==> config.mk <==
export PLATFORM = sky130hd
export DESIGN_NAME = jtag_ir_ctrl
export DESIGN_NICKNAME = d
export VERILOG_FILES = /design/src/rtl/jtag_pkg.sv /design/src/rtl/jtag_tap_fsm.sv /design/src/rtl/jtag_ir_ctrl.sv
export SDC_FILE = /design/constraint.sdc
export NUM_CORES = 1
export LEC_CHECK = 0
export BUFFER_PORTS_ARGS = -buffer_cell sky130_fd_sc_hd__buf_2
export CORE_UTILIZATION = 49
export DETAILED_ROUTE_END_ITERATION = 7
export PLACE_DENSITY = 0.76
export SKIP_LAST_GASP = 1
export SLEW_MARGIN = 20
export SYNTH_ARGS = -nofsm -noshare
export SYNTH_HDL_FRONTEND = slang
export SYNTH_HIERARCHICAL = 1
export SYNTH_SLANG_ARGS = --single-unit
==> constraint.sdc <==
create_clock -name TCK -period 1.99 [get_ports TCK]
set_input_delay 0.398 -clock TCK [delete_from_list [all_inputs] [get_ports TCK]]
set_output_delay 0.398 -clock TCK [all_outputs]
set_load 0.01 [all_outputs]
==> src/rtl/jtag_pkg.sv <==
// Shared TAP state encoding and IR capture constants for the JTAG front end.
package jtag_pkg;

  typedef enum logic [3:0] {
    TLR      = 4'hF,
    RTI      = 4'hC,
    SEL_DR   = 4'h7,
    CAP_DR   = 4'h6,
    SH_DR    = 4'h2,
    EX1_DR   = 4'h1,
    PAUSE_DR = 4'h3,
    EX2_DR   = 4'h0,
    UPD_DR   = 4'h5,
    SEL_IR   = 4'h4,
    CAP_IR   = 4'hE,
    SH_IR    = 4'hA,
    EX1_IR   = 4'h9,
    PAUSE_IR = 4'hB,
    EX2_IR   = 4'h8,
    UPD_IR   = 4'hD
  } tap_state_t;

  localparam logic [1:0] IR_CAPTURE_LSBS = 2'b01;

endpackage

==> src/rtl/jtag_tap_fsm.sv <==
// IEEE 1149.1 16-state TAP controller: state register plus TMS-driven next-state logic.
module jtag_tap_fsm
  import jtag_pkg::*;
(
  input  logic       tck,
  input  logic       trst,
  input  logic       tms,
  output tap_state_t state
);

  tap_state_t state_nxt;

  always_ff @(posedge tck or negedge trst) begin
    if (!trst) state <= TLR;
    else       state <= state_nxt;
  end

  always_comb begin
    state_nxt = state;
    case (state)
      TLR:      state_nxt = tms ? TLR    : RTI;
      RTI:      state_nxt = tms ? SEL_DR : RTI;
      SEL_DR:   state_nxt = tms ? SEL_IR : CAP_DR;
      CAP_DR:   state_nxt = tms ? EX1_DR : SH_DR;
      SH_DR:    state_nxt = tms ? EX1_DR : SH_DR;
      EX1_DR:   state_nxt = tms ? UPD_DR : PAUSE_DR;
      PAUSE_DR: state_nxt = tms ? EX2_DR : PAUSE_DR;
      EX2_DR:   state_nxt = tms ? UPD_DR : SH_DR;
      UPD_DR:   state_nxt = tms ? SEL_DR : RTI;
      SEL_IR:   state_nxt = tms ? TLR    : CAP_IR;
      CAP_IR:   state_nxt = tms ? EX1_IR : SH_IR;
      SH_IR:    state_nxt = tms ? EX1_IR : SH_IR;
      EX1_IR:   state_nxt = tms ? UPD_IR : PAUSE_IR;
      PAUSE_IR: state_nxt = tms ? EX2_IR : PAUSE_IR;
      EX2_IR:   state_nxt = tms ? UPD_IR : SH_IR;
      UPD_IR:   state_nxt = tms ? SEL_DR : RTI;
      default:  state_nxt = TLR;
    endcase
  end

endmodule

==> src/rtl/jtag_ir_ctrl.sv <==
// JTAG TAP front end: TAP FSM, configurable-length IR, one-hot DR decode and BYPASS.
// Optional JTAG_IR_STATUS_EN adds the ir_status port feeding the upper Capture-IR bits.
module jtag_ir_ctrl
  import jtag_pkg::*;
#(
  parameter int unsigned               IR_LEN     = 4,
  parameter int unsigned               NUM_DR     = 4,
  parameter logic [NUM_DR*IR_LEN-1:0]  DR_OPCODES = {4'h3, 4'h2, 4'h8, 4'h1},
  parameter int unsigned               IDCODE_IDX = 0
) (
  input  logic              TCK,
  input  logic              TRST,
  input  logic              TMS,
  input  logic              TDI,
  input  logic [NUM_DR-1:0] dr_tdo,
`ifdef JTAG_IR_STATUS_EN
  input  logic [IR_LEN-3:0] ir_status,
`endif
  output logic              TDO,
  output logic              TDO_EN,
  output logic [IR_LEN-1:0] ir_latched,
  output logic [NUM_DR-1:0] dr_sel,
  output logic              bypass_sel,
  output logic              capture_dr,
  output logic              shift_dr,
  output logic              update_dr,
  output logic              tlr
);

  localparam logic [IR_LEN-1:0] IDCODE_OP = DR_OPCODES[IDCODE_IDX*IR_LEN +: IR_LEN];

  tap_state_t        state;
  logic [IR_LEN-1:0] ir_sr;
  logic [IR_LEN-1:0] ir_capture;
  logic              bypass_reg;
  logic              dr_bit;

  jtag_tap_fsm u_fsm (
    .tck   (TCK),
    .trst  (TRST),
    .tms   (TMS),
    .state (state)
  );

  assign capture_dr = (state == CAP_DR);
  assign shift_dr   = (state == SH_DR);
  assign update_dr  = (state == UPD_DR);
  assign tlr        = (state == TLR);

`ifdef JTAG_IR_STATUS_EN
  assign ir_capture = {ir_status, IR_CAPTURE_LSBS};
`else
  assign ir_capture = IR_LEN'(IR_CAPTURE_LSBS);
`endif

  // IR shift register, LSB shifted out first
  always_ff @(posedge TCK or negedge TRST) begin
    if (!TRST) begin
      ir_sr <= '0;
    end else begin
      case (state)
        TLR:     ir_sr <= '0;
        CAP_IR:  ir_sr <= ir_capture;
        SH_IR:   ir_sr <= {TDI, ir_sr[IR_LEN-1:1]};
        default: ir_sr <= ir_sr;
      endcase
    end
  end

  // Instruction takes effect on the falling edge inside Update-IR
  always_ff @(negedge TCK or negedge TRST) begin
    if (!TRST)               ir_latched <= IDCODE_OP;
    else if (state == TLR)   ir_latched <= IDCODE_OP;
    else if (state == UPD_IR) ir_latched <= ir_sr;
  end

  always_comb begin
    dr_sel = '0;
    for (int unsigned i = 0; i < NUM_DR; i++) begin
      if (ir_latched == DR_OPCODES[i*IR_LEN +: IR_LEN]) dr_sel[i] = 1'b1;
    end
    bypass_sel = ~|dr_sel;
  end

  always_ff @(posedge TCK or negedge TRST) begin
    if (!TRST)                      bypass_reg <= 1'b0;
    else if (capture_dr && bypass_sel) bypass_reg <= 1'b0;
    else if (shift_dr && bypass_sel)   bypass_reg <= TDI;
  end

  assign dr_bit = bypass_sel ? bypass_reg : |(dr_sel & dr_tdo);

  // TDO launched on the falling edge so the host samples it on the next rising edge
  always_ff @(negedge TCK or negedge TRST) begin
    if (!TRST) begin
      TDO    <= 1'b0;
      TDO_EN <= 1'b0;
    end else begin
      TDO_EN <= (state == SH_IR) || (state == SH_DR);
      case (state)
        SH_IR:   TDO <= ir_sr[0];
        SH_DR:   TDO <= dr_bit;
        default: TDO <= 1'b0;
      endcase
    end
  end

endmodule

==> flow_summary.yaml <==
sta:
  postLayoutSetupSlackWorst_ns: -0.7906
  tightest_slew_ns: 0.2478
  max_slew_margin_pct: 83.42
  holdWs_ns: 0.3605
  hold_violations: 0
  finalSetupTns_ns: -6.901
  rsz0062_at_grt: "yes"
  fin_skew_ns: 0.06083
  setup_viol: 16
  maxSlewViolCount: 0
critical_path:
  endpoint_kind: "primary output"
  startpoint: "ir_latched[0]"
  r2r-end: "bypass_reg"
  r2r_start: "ir_latched[0]"
  crit_required_ns: 1.59
  critical_path_class: "flop to primary output"
  start_kind: "flop"
  critPathMaxFanout: 4
  cp_data_arrival_time_ns: 2.38
  ff2ff_setup_slack_ns: -0.78
  timing.critical_path.to: "bypass_sel"
  rr_worst_depth: 6
global_route:
  met1_usage_pct: 26.10
  grt_pass1_wl_mm: 3.091
  grt_max_degree: 14
  grt_pass1_vias: 735
  use_met3_pct: 3.830
  busiest_layer: "met2"
  grt_remaining_overflow: 0
  met2_usage_pct: 39.39
  track_usage_pct: 22.70
  grt_antenna_before_repair: 0
synth:
  yosysWarnings: 6
  synth_seq_cells: 15
  netlist_area_um2: 818.3
  synthFlopType: "dfstp_2"
  ys_seq_area_share_pct: 46.64
  synth_edf_count: 0
  async_flop_share_pct: 100.0
  synth.distinct_cells: 36
  syn_inst: 90
  synth_area_per_cell_um2: 9.092
  synth_nets: 98
detailed_routing:
  routed_wl_mm: 2.092
  wl_per_cell_um: 13.58
  drc: 0
  vias_per_cell: 5.396
  drt_pass1_iterations: 4
  ant_nets: 0
  via_count: 831
  drtIter0Drc: 2
placed_design:
  post-dp-hpwl_mm: 1.356
  portBuffers: 22
  place_congestion: 0.7174
power_and_ir_drop:
  ir_drop_v: 0.0009270
  p_leak_nw: 0.6123
  power.density_nw_per_um2: 1715
die:
  core_area_um2: 1541
  rows: 14
  initial_core_util_pct: 53.08
  dieArea_um2: 1837
  boundaryPins: 23
  die_x_um: 42.87
  die_y_um: 42.87
cts:
  htreeDepth: 1
  cts_num_sinks: 15
  numCtsBuffers: 3
  clockRootBuffer: "clkbuf_4"
  cts_tree: "built"
  clock_latency_ns: 0.34
  cts_buffer_depth: 2
  path_clk_slew_ns: 0.09
layout:
  final_cell_mix: "buf_2 (19), buf_4 (19), nand2_1 (14)"
  syn_to_final_growth_pct: 53.98
  antenna_cells: 0
  drive_above_1_share_pct: 52.17
  largestRegisters: "ir_latched: 4 flops, ir_sr: 4 flops, u_fsm/state: 4 flops"
  finalNetCount: 147
hold_path:
  holdCritPathClass: "input port to flop"
  min_from: "TMS"
flow_run:
  max-cap-violations: 0
status:
  failed_checks: "setup timing"
  status: "complete, but fails checks"
## cells by family (layout without fill, tap and decap cells)
| logic type | after synthesis | after routing | synth area share, % |
|---|---|---|---|
| and+or+nand+nor | 44 | 44 | 28.75 |
| AOI/OAI and AO/OA | 23 | 23 | 18.35 |
| DFF | 15 | 15 | 46.64 |
| buffers and inverters | 6 | 54 | 3.670 |
| muxes | 2 | 2 | 2.599 |
## area by class of cell
type                    count  area, µm²
clock inverters             2      8.758
well taps                  16      20.02
inverters                   2      7.507
clock buffers               3      22.52
repair buffers             47      337.8
multi-input cells          69      481.7
fillers                    92      281.5
flip-flops and latches     15      381.6
## cell usage after synthesis (all sizes together) (2+ instances only)
cell type,n,area (µm²)
dfrtn,5,125.1
nor3b,2,15.01
nor2,8,30.03
inv,3,11.26
nor3,4,20.02
a22oi,3,22.52
nand2,16,60.06
nor4b,2,23.77
clkbuf,2,7.510
nor2b,3,28.78
dfstp,5,131.4
nand3,3,15.01
dfrtp,5,125.1
o21ai,11,55.05
## per-layer routing
layer | part of all wire, % | up-vias
met3 | 3.3 | 4
li1 | - | 416
met2 | 57 | 22
met4 | 2.2 | 0
met5 | 0 | -
met1 | 38 | 389
## repair_timing
item                                    CTS  global route
hold buffers                              1             0
setup buffers                             5             4
pin swaps                                 4             5
gates resized for setup                   6            12
hold endpoints to repair                  1             0
endpoints found under the setup margin   16            17
## critical path, stage by stage, from the launching register on
cell	delay, ns
dfstp_2	0.57
or2_1	0.16
a21o_1	0.15
inv_1	0.04
buf_2	0.13
## worst min path at each step
| stage | endpoint | slack, ns | cells after the start |
|---|---|---|---|
| 6_report | u_fsm/state[1] | 0.36 | 2 |
| 5_1_grt | u_fsm/state[1] | 0.36 | 2 |
| 4_1_cts | u_fsm/state[1] | 0.35 | 2 |
| 3_5_place_dp | bypass_reg | 0.25 | 1 |
| 3_3_place_gp | bypass_reg | 0.25 | 1 |
| 2_1_floorplan | bypass_reg | 0.10 | 0 |
## where the power goes
part           leakage [nW]  internal (mW)  switching (mW)  total [mW]
sequential            0.186          0.472           0.159       0.631
clock                0.0230         0.0771           0.104       0.181
combinational         0.403          0.722           0.626        1.35
## per-stage QoR
stage / area, µm² / total power, mW / setup WS, ns / util (%) / cells
final: 1260 / 2.160 / -0.7906 / 81.74 / 154
after global routing: 1260 / 2.322 / -0.8799 / 81.74 / 154
after CTS: 1177 / 1.953 / -0.7547 / 76.38 / 150
after detailed placement: 1084 / 1.651 / -0.4692 / 70.29 / 140
after global placement: 1084 / 1.620 / -0.4315 / 70.29 / 140
after floorplan: 879.6 / 1.280 / -0.4654 / - / 90
(Power assumes the default switching activity.)
